`src/rtl/sonic_echo_responder.sv`:
```
// sonic_echo_responder: sensor-side model of the ultrasonic trigger/echo
// handshake. Accepts a trigger pulse, waits out the acoustic burst, then
// drives echo high for a width proportional to dist_cm.
// Optional feature macro: SONIC_ECHO_TIMEOUT_EN (no-target echo of
// TIMEOUT_US instead of no echo at all).
module sonic_echo_responder #(
    parameter int unsigned US_DIV      = 100,
    parameter int unsigned TRIG_MIN_US = 10,
    parameter int unsigned BURST_US    = 200,
    parameter int unsigned CM_US       = 58,
    parameter int unsigned MAX_CM      = 400,
    parameter int unsigned TIMEOUT_US  = 38000,
    parameter int unsigned HOLD_US     = 10000
) (
    input  logic       clk,
    input  logic       rst,
    input  logic       trig,
    input  logic [8:0] dist_cm,
    output logic       echo,
    output logic       busy,
    output logic       short_trig,
    output logic       meas_done
);

    localparam int unsigned PW = (US_DIV > 1) ? $clog2(US_DIV) : 1;
    localparam logic [PW-1:0] PRE_LAST = PW'(US_DIV - 1);
    localparam logic [31:0] TRIG_CYC  = 32'(TRIG_MIN_US * US_DIV);
    localparam logic [31:0] BURST_CYC = 32'(BURST_US * US_DIV);
    localparam logic [31:0] HOLD_CYC  = 32'(HOLD_US * US_DIV);
    localparam logic [31:0] TO_CYC    = 32'(TIMEOUT_US * US_DIV);

    typedef enum logic [2:0] {S_IDLE, S_ARM, S_BURST, S_ECHO, S_HOLD} state_t;

    state_t        state_q;
    logic          trig_meta_q, trig_s_q, trig_prev_q;
    logic          rise_q, fall_q;
    logic [PW-1:0] pre_q;
    logic [15:0]   us_q;
    logic [8:0]    d_lat_q;
    logic [31:0]   tgt_q;
    logic          echo_q, busy_q, short_q, done_q;

    logic [31:0]   elapsed_d;
    logic [31:0]   tgt_d;
    logic          dist_ok_d;

    // Cycles spent in the current state including this one, plus the echo
    // width target derived from the latched distance.
    always_comb begin
        elapsed_d = 32'(us_q) * 32'(US_DIV) + 32'(pre_q) + 32'd1;
        tgt_d     = 32'(d_lat_q) * 32'(CM_US) * 32'(US_DIV);
        dist_ok_d = (d_lat_q != 9'd0) && (32'(d_lat_q) <= 32'(MAX_CM));
    end

    // Two-flop synchronizer for trig (trig_s) and registered edge detect.
    always_ff @(posedge clk or posedge rst) begin
        if (rst) begin
            trig_meta_q <= 1'b0;
            trig_s_q    <= 1'b0;
            trig_prev_q <= 1'b0;
            rise_q      <= 1'b0;
            fall_q      <= 1'b0;
        end else begin
            trig_meta_q <= trig;
            trig_s_q    <= trig_meta_q;
            trig_prev_q <= trig_s_q;
            rise_q      <= trig_s_q & ~trig_prev_q;
            fall_q      <= ~trig_s_q & trig_prev_q;
        end
    end

    // Handshake FSM with µs timebase; every transition clears the timebase.
    always_ff @(posedge clk or posedge rst) begin
        if (rst) begin
            state_q <= S_IDLE;
            pre_q   <= '0;
            us_q    <= '0;
            d_lat_q <= '0;
            tgt_q   <= '0;
            echo_q  <= 1'b0;
            busy_q  <= 1'b0;
            short_q <= 1'b0;
            done_q  <= 1'b0;
        end else begin
            short_q <= 1'b0;
            done_q  <= 1'b0;
            // Free-running timebase; µs count saturates so a stuck trigger
            // can never wrap back into a "short" width.
            if (pre_q == PRE_LAST) begin
                pre_q <= '0;
                if (us_q != 16'hFFFF) us_q <= us_q + 16'd1;
            end else begin
                pre_q <= pre_q + PW'(1);
            end
            case (state_q)
                S_IDLE: begin
                    // Only a fresh edge arms; a level left high is ignored.
                    if (rise_q) begin
                        state_q <= S_ARM;
                        busy_q  <= 1'b1;
                        pre_q   <= '0;
                        us_q    <= '0;
                    end
                end
                S_ARM: begin
                    if (fall_q) begin
                        pre_q <= '0;
                        us_q  <= '0;
                        if (elapsed_d >= TRIG_CYC) begin
                            state_q <= S_BURST;
                            d_lat_q <= dist_cm;
                        end else begin
                            state_q <= S_IDLE;
                            short_q <= 1'b1;
                            busy_q  <= 1'b0;
                        end
                    end
                end
                S_BURST: begin
                    if (elapsed_d == BURST_CYC) begin
                        pre_q <= '0;
                        us_q  <= '0;
                        if (dist_ok_d) begin
                            tgt_q   <= tgt_d;
                            echo_q  <= 1'b1;
                            state_q <= S_ECHO;
                        end else begin
                            tgt_q   <= TO_CYC;
`ifdef SONIC_ECHO_TIMEOUT_EN
                            echo_q  <= 1'b1;
                            state_q <= S_ECHO;
`else
                            state_q <= S_HOLD;
`endif
                        end
                    end
                end
                S_ECHO: begin
                    if (elapsed_d == tgt_q) begin
                        echo_q  <= 1'b0;
                        done_q  <= 1'b1;
                        state_q <= S_HOLD;
                        pre_q   <= '0;
                        us_q    <= '0;
                    end
                end
                S_HOLD: begin
                    if (elapsed_d == HOLD_CYC) begin
                        busy_q  <= 1'b0;
                        state_q <= S_IDLE;
                        pre_q   <= '0;
                        us_q    <= '0;
                    end
                end
                default: begin
                    state_q <= S_IDLE;
                    echo_q  <= 1'b0;
                    busy_q  <= 1'b0;
                end
            endcase
        end
    end

    assign echo       = echo_q;
    assign busy       = busy_q;
    assign short_trig = short_q;
    assign meas_done  = done_q;

endmodule
```
`config.mk`:
```
export PLATFORM = sky130hd
export DESIGN_NAME = sonic_echo_responder
export DESIGN_NICKNAME = d
export VERILOG_FILES = /design/src/rtl/sonic_echo_responder.sv
export SDC_FILE = /design/constraint.sdc
export NUM_CORES = 1
export LEC_CHECK = 0
export ABC_AREA = 1
export BUFFER_PORTS_ARGS = -buffer_cell sky130_fd_sc_hd__buf_2
export CAP_MARGIN = 20
export CORE_UTILIZATION = 55
export CTS_CLUSTER_SIZE = 14
export DETAILED_ROUTE_END_ITERATION = 7
export PLACE_DENSITY = 0.82
export RECOVER_POWER = 100
export SYNTH_ARGS = -nofsm -noshare
export SYNTH_HDL_FRONTEND = slang
export SYNTH_SLANG_ARGS = --single-unit
export TNS_END_PERCENT = 1
```
`constraint.sdc`:
```
create_clock -name clk -period 9.9 [get_ports clk]
set_input_delay 0.495 -clock clk [delete_from_list [all_inputs] [get_ports clk]]
set_output_delay 0.495 -clock clk [all_outputs]
set_load 0.05 [all_outputs]
```
### Word-level counts from Yosys, hierarchy flattened

Cells that the tools add are included.

* input port bits: 12
* register bits after elaboration: 76
* logic and storage cells: 93
* output and inout port bits: 4

* $lt $le $gt $ge: 2
* multipliers: 3
* bitwise logic cells: 6
* reduce and logical (&&, ||, !) cells: 10
* add/subtract/negate cells: 4
* equal/unequal tests: 16
* mux-type cells: 38

Operators with widths (number)
* 2-to-1 mux 16 bit: 7
* one-hot mux 16 bit (5 select lines): 1
* 2-to-1 mux 7 bit: 6
* one-hot mux 7 bit (5 select lines): 1
* == test 25 x 32 -> 1 bit: 1
* adder 24 x 1 -> 25 bit, second input constant: 1
* == test 25 x 15 -> 1 bit, second input constant: 1
* == test 25 x 20 -> 1 bit, second input constant: 1
* greater-or-equal comparator 25 x 10 -> 1 bit, second input constant: 1
* adder 23 x 7 -> 24 bit: 1
* 2-to-1 mux 22 bit: 1
* multiplier 16 x 5 -> 21 bit, second input constant: 1
* multiplier 14 x 5 -> 19 bit, second input constant: 1
* 2-to-1 mux 3 bit: 6
* adder 16 x 1 -> 16 bit, second input constant: 1
* inequality test 16 bit, second input constant: 1
* one-hot mux 3 bit (5 select lines): 1
* multiplier 9 x 5 -> 14 bit, second input constant: 1
* inequality test 2 bit, second input constant: 7
* 2-to-1 mux 1 bit: 12
* AND reduction 5 bit: 2
* <= comparator 9 bit, second input constant: 1
* nonzero test 9 bit: 1
* adder 7 x 1 -> 7 bit, second input constant: 1
* 16 further kinds: 21

### Depth between registers and ports, before layout

Gate-level depths: netlist (run 1).

* depth after elaboration: 7
* mapped depth: 32
* gate-level depth less buffers: 32

### Worst setup path after synthesis (run 1)

OpenSTA, ideal clock, no wires.

* kind: reg2reg
* start: register d_lat_q[1]
* end: register tgt_q[20]
* stages on the path, launching flop included: 33
* arrival time: 5.423 ns
* clock period less this slack: 5.546 ns
* setup slack: 4.354 ns
* library setup time: 0.123 ns
* data required time: 9.777 ns
* path buffers: 0
* cell sequence: dfrtp_1 fa_1 ha_1 inv_1 fa_1 inv_1 ha_1 nand2_1 nor2_1 a211oi_1 o21ai_0 a21oi_1 o21bai_1 xor2_1 inv_1 ha_1 ha_1 inv_1 fa_1 inv_1 ha_1 nand2_1 nor2_1 nand2_1 nand4_1 nand2_1 inv_1 nor2_1 inv_1 a21oi_1 xnor2_1 o21ai_1 o21ai_1

* cells in the longest elaborated chain, start to end: 3
* elaborated cells on any way between the ends: 6
* classes of those cells: mul (2); order compare (1); mux (1); reduce/logical (2)

RTL lines
* start: declaration: RTL line 39 `logic [8:0] d_lat_q;`
* start signal: assignment: RTL line 111 `d_lat_q <= dist_cm;`
* multiplier 9 x 5 -> 14 bit, or another cell as far along: RTL line 51 `tgt_d = 32'(d_lat_q) * 32'(CM_US) * 32'(US_DIV);`
* multiplier 14 x 5 -> 19 bit / logical AND 1 bit (equally long branches): RTL line 51, 52
* 2-to-1 mux 22 bit (*): RTL line 123 `if (dist_ok_d) begin`
* end signal: assignment: RTL line 124 `tgt_q <= tgt_d;`
* end: declaration: RTL line 40 `logic [31:0] tgt_q;`

Mark *: on every way between the ends. The rest lies on a longest branch, timed or not.
A chain may end at the register's enable or synchronous reset.

### Final worst setup path (run 1)

* start: register d_lat_q[4]
* end: register tgt_q[20]

Same word-level chain as after synthesis.

==> results of run 1 <==
## cell type report
| type | instances | area, um2 | area share, % |
|---|---|---|---|
| repair buffers | 16 | 73.8 | 0.820 |
| clock inverters | 7 | 57.6 | 0.639 |
| multi-input cells | 909 | 5920 | 65.8 |
| flip-flops and latches | 63 | 1580 | 17.5 |
| inverters | 243 | 912 | 10.1 |
| clock buffers | 9 | 225 | 2.50 |
| well taps | 188 | 235 | 2.61 |
## state kept, by name, indices dropped and copies added, names as in the netlist, 3 cells and up
register,flops
tgt_q,19
pre_q,7
us_q,16
d_lat_q,9
state_q,3
## cell usage in the layout, fill, tap and decap left out, types with 6 or more instances in the layout
cell and instances:
nand2_1 329, inv_1 236, ha_1 141, nand3_1 94, nor2_1 90, dfrtp_1 63, a21oi_1 43, fa_1 33
o21ai_0 30, xor2_1 29, nand2_2 20, nand4_1 20, xnor2_1 12, nor3_1 11, buf_2 11, o21ai_1 9
clkbuf_16 9, nand3b_1 7, nand3_2 6, nor2_2 6
## logic make-up (layout without fill, tap and decap cells)
family                     Yosys count  count (layout)  share of synthesized area, %
xor gates and xnor gates            41              41                          4.23
and+or+nand+nor                    595             595                          31.0
adders and majority gates          174             174                          28.5
AOI/OAI and AO/OA                   99              99                          6.39
DFF                                 63              63                          18.6
buffers and inverters              249             275                          11.3
## report_power, final
group          total, uW  switching (uW)  internal [uW]
Combinational       1840            1110            732
Sequential           286            14.6            271
Clock                307             135            172
Total               2430            1260           1180
## final timing paths
check	endpoint	slack, ns	cells past startpoint
max	tgt_q[20]$_DFFE_PP0P_	3.80	30
min	trig_meta_q$_DFF_PP0_	0.25	1
max reg2reg	tgt_q[20]$_DFFE_PP0P_	3.80	30
min reg2reg	trig_s_q$_DFF_PP0_	0.35	0
max in group asynchronous	tgt_q[21]$_DFFE_PP0P_	6.46	3
min in group asynchronous	us_q[7]$_DFF_PP0_	1.49	3
## layer usage
metal	vias to the layer above	share of wire, %	track usage, %
met5	-	0	0
met4	0	0.82	5.74
met3	12	4.2	3.46
met2	141	46	40.6
met1	3474	49	32.2
li1	3895	-	-
## per-stage QoR
step	setup slack, ns	hold WS, ns	std cells
after detailed placement	3.89	0.346	1419
after CTS	3.85	0.245	1435
after global routing	3.29	0.242	1435
after global placement	4.05	0.336	1419
final	3.80	0.250	1435
after floorplan	4.35	0.331	1221
==> results.yml, run 1 <==
worst_hold_path:
  min_from: "trig"
  hold_class: "in -> reg"
finish:
  post-route-util_pct: 59.5
  n_antenna_cell: 0
  layout-drive-gt1-share_pct: 5.29
  layout.nets: 1428
  fillers: 1396
  postLayoutCellArea_um2: 9000
  syn2layout_area_growth_pct: 5.96
clock_network:
  clockBufferDepth: 2
  ctsHtreeMaxLevel: 3
  cts-root-buf: "clkbuf_16"
  postCtsSetupRepairBufs: 0
  hold_buffers: 0
  cts-resized-gates: 0
  cts-buffers-inserted: 9
  cts_tree: "yes"
  clk_latency_ns: 0.35
  cts.sinks: 63
  clk_pin_slew_ns: 0.06
logic_synthesis:
  ys_ff_latch: 63
  synth_top_cell_area_share_pct: 20.8
  async_flop_share_pct: 100
  synth_cell_types: 41
  synth_area_um2: 8500
  ys_top_cells_by_area: "ha_1 (21%), dfrtp_1 (19%), nand2_1 (15%)"
  synthTopCellsByCount: "nand2_1 (329), inv_1 (229), ha_1 (141)"
  synth_edf_count: 0
  ys.flop_type: "dfrtp_1"
  synthesis.nets: 1407
  synth_most_common_cell: "nand2_1"
  postSynthCellCount: 1221
  synth-seq-area-share_pct: 18.6
  avgSynthCellArea_um2: 6.96
  yosys_warnings: 0
  synth_top_area_cell: "ha_1"
power:
  leakagePower_uw: 0.00530
  total_power_uw: 2430
  vdd_ir_drop_max_mv: 0.366
  power.density_nw_per_um2: 270
floorplanning:
  initial_core_util_pct: 56.1
  fp.dieArea_um2: 16000
  coreArea_um2: 15100
  rows: 45
  ios: 16
  die_width_um: 126
  die_height_um: 126
timing:
  tightest_slew_ns: 3.48
  slew_headroom_pct: -132
  fmax_ghz: 0.164
  slew_violations: 64
  setup_viol: 0
  hold_viol: 0
  tns_ns: 0
  fin_skew_ns: 0.00790
  rsz0062_at_grt: "no"
  fin_crit_sh_pct: 61.7
  period_minus_slack_ns: 6.10
global_routing:
  grt_pass1_vias: 7169
  track_usage_pct: 23.9
  grt_pass1_wl_um: 31300
  grt_max_degree: 64
  grt_antenna_before_repair: 0
  overflow: 0
critical_path:
  cp_num_buf_inv: 5
  max_stage_delay_ns: 0.52
  worstReg2RegStart: "d_lat_q[4]$_DFFE_PP0P_"
  cp_common_cell: "ha_1"
  required_ns: 10.11
  crit_slowest_cell: "dfrtp_1"
  start_kind: "flip-flop"
  worstSetupPathType: "reg -> reg"
  startpoint: "d_lat_q[4]$_DFFE_PP0P_"
  worstPathMaxFanout: 7
  arrival_ns: 6.31
  cp-end-kind: "flip-flop"
  path_delay_family: "adder cells"
outcome:
  status: "finished, violations left"
  failed_checks: "max-capacitance violations, max-slew violations"
route:
  vias_per_cell: 5.24
  firstDrtPassIters: 5
  drtIter0Drc: 373
  wl_per_cell_um: 12.5
  postRouteWirelength_um: 17900
  postRouteAntennaNets: 0
  drc: 0
  via_count: 7522
place:
  port_buffers: 15
  postPlaceCellArea_um2: 8770
  gp_congestion: 0.904
  place_hpwl_um: 14700
run:
  maxCapViolations: 1
No activity file was read; power rests on OpenSTA's default activity.
==> inputs of run 2 (changes only) <==
- clock period: 9.9 -> 5.9 ns (I/O delays scaled with it)
==> run 2 against run 1 <==
  * The run still ends with max-capacitance violations, max-slew violations left
  * Clock power grew 68%
  * First-iteration DRC count grew 7.2%
  * Core utilization grew 2.0 points
  * Combinational power is 120% higher
  * Clock-buffer cell count is the same
  * Clock skew rose by 0.0043 ns
  * Setup slack worse by 3.6 ns
  * Worst hold slack lost 0.20 ns
  * Sequential power grew 67%
  * Critical path type unchanged
  * Largest power group unchanged
==> results.yml, run 2 (synthesized netlist as in run 1, its figures left out) <==
outcome:
  status: "finished, violations left"
  failed_checks: "max-capacitance violations, max-slew violations"
route:
  wl_per_cell_um: 12.8
  postRouteWirelength_um: 18600
  drc: 0
  firstDrtPassIters: 7
  drtIter0Drc: 400
  postRouteAntennaNets: 0
  vias_per_cell: 5.27
  via_count: 7632
clock_network:
  cts-root-buf: "clkbuf_16"
  clk_latency_ns: 0.35
  clk_pin_slew_ns: 0.06
  clockBufferDepth: 2
  hold_buffers: 0
  ctsHtreeMaxLevel: 3
  cts.sinks: 63
  cts-buffers-inserted: 9
  cts_tree: "yes"
finish:
  mostFrequentLayoutCell: "nand2_1"
  largest_register_ffs: 19
  layout.nets: 1442
  final_cell_mix: "nand2_1 (333), inv_1 (228), ha_1 (130)"
  syn2layout_area_growth_pct: 9.48
  n_antenna_cell: 0
  largest-register: "tgt_q"
  postLayoutCellArea_um2: 9300
  post-route-util_pct: 61.4
  top_regs: "tgt_q x19, us_q x16, d_lat_q x9"
  layout-drive-gt1-share_pct: 9.04
place:
  place_hpwl_um: 14800
  gp_congestion: 0.903
  port_buffers: 15
  postPlaceCellArea_um2: 8790
power:
  leakagePower_uw: 0.00536
  power.density_nw_per_um2: 540
  vdd_ir_drop_max_mv: 0.768
critical_path:
  required_ns: 6.12
  worstSetupPathType: "reg -> reg"
  path_delay_family: "adder cells"
  crit_slowest_cell: "fa_1"
  max_stage_delay_ns: 0.51
  start_kind: "flip-flop"
  cp_num_buf_inv: 8
  arrival_ns: 5.90
  cp-end-kind: "flip-flop"
  worstPathMaxFanout: 4
  cp_common_cell: "inv_1"
global_routing:
  grt_antenna_before_repair: 0
  grt_pass1_vias: 7406
  grt_pass1_wl_um: 32500
  track_usage_pct: 24.8
  overflow: 0
  grt_max_degree: 64
timing:
  period_minus_slack_ns: 5.68
  slew_violations: 64
  tns_ns: 0
  fin_skew_ns: 0.0122
  tightest_slew_ns: 3.45
  fin_crit_sh_pct: 96.3
  fmax_ghz: 0.176
  hold_viol: 0
  slew_headroom_pct: -130
  setup_viol: 0
floorplanning:
  die_width_um: 126
  fp.dieArea_um2: 16000
  initial_core_util_pct: 56.1
  rows: 45
  coreArea_um2: 15100
  die_height_um: 126
  ios: 16
worst_hold_path:
  hold_class: "in -> reg"
run:
  maxCapViolations: 1
run 2: cell count changes in the layout (fill, tap and decap cells not counted), moves of 4 or more:
cell and delta:
inv_1 -8, inv_2 +9, o21ai_0 -11, dfrtp_2 +4, nand2_2 -4, ha_4 +11
nand2_1 +4, dfrtp_1 -4, o21ai_1 +8, ha_1 -11, buf_4 +14
run 2: final cells by class:
| type | count | area, um2 |
|---|---|---|
| Sequential cell | 63 | 1580 |
| Clock buffer | 9 | 225 |
| Clock inverter | 7 | 56.3 |
| Timing Repair Buffer | 30 | 179 |
| Tap cell | 188 | 235 |
| Fill cell | 1323 | 5840 |
| Multi-Input combinational cell | 909 | 6110 |
| Inverter | 243 | 912 |
run 2: layer usage:
metal,global-route usage [%],vias to the layer above,share of wire (%)
li1,-,3940,-
met1,32.4,3499,47
met2,42.3,162,46
met3,4.26,31,5.1
met4,7.16,0,1.8
met5,0,-,0
run 2: path summary, 6_finish.rpt:
| kind | startpoint | to | slack [ns] | cells past startpoint |
|---|---|---|---|---|
| worst min register to register | trig_meta_q$_DFF_PP0_ | trig_s_q$_DFF_PP0_ | 0.35 | 0 |
| worst max register to register | d_lat_q[2]$_DFFE_PP0P_ | tgt_q[21]$_DFFE_PP0P_ | 0.22 | 29 |
| worst min-delay path | trig | trig_meta_q$_DFF_PP0_ | 0.05 | 1 |
| min in group asynchronous | rst | us_q[8]$_DFF_PP0_ | 1.27 | 3 |
| max in group asynchronous | rst | d_lat_q[3]$_DFFE_PP0P_ | 2.42 | 3 |
| worst max-delay path | d_lat_q[2]$_DFFE_PP0P_ | tgt_q[21]$_DFFE_PP0P_ | 0.22 | 29 |
run 2: repair_timing:
action / CTS / global route
setup endpoints to repair: 3 / 6
pin swaps: 2 / 23
resized for setup: 7 / 30
buffers inserted: 1 / 10
run 2: stage by stage:
step                hold WS [ns]  instances  setup slack (ns)  total power, uW
detailed placement         0.336       1422            -0.167             3610
global route              0.0506       1449            -0.138             5660
finish                    0.0546       1449             0.218             5030
global placement           0.336       1422            0.0680             3530
floorplan                  0.326       1221             0.354             3050
CTS                       0.0481       1439            0.0173             4170
run 2: power by group:
part           internal (uW)  switching (uW)
combinational           1800            2230
sequential               455            24.2
clock                    289             229
total                   2550            2480
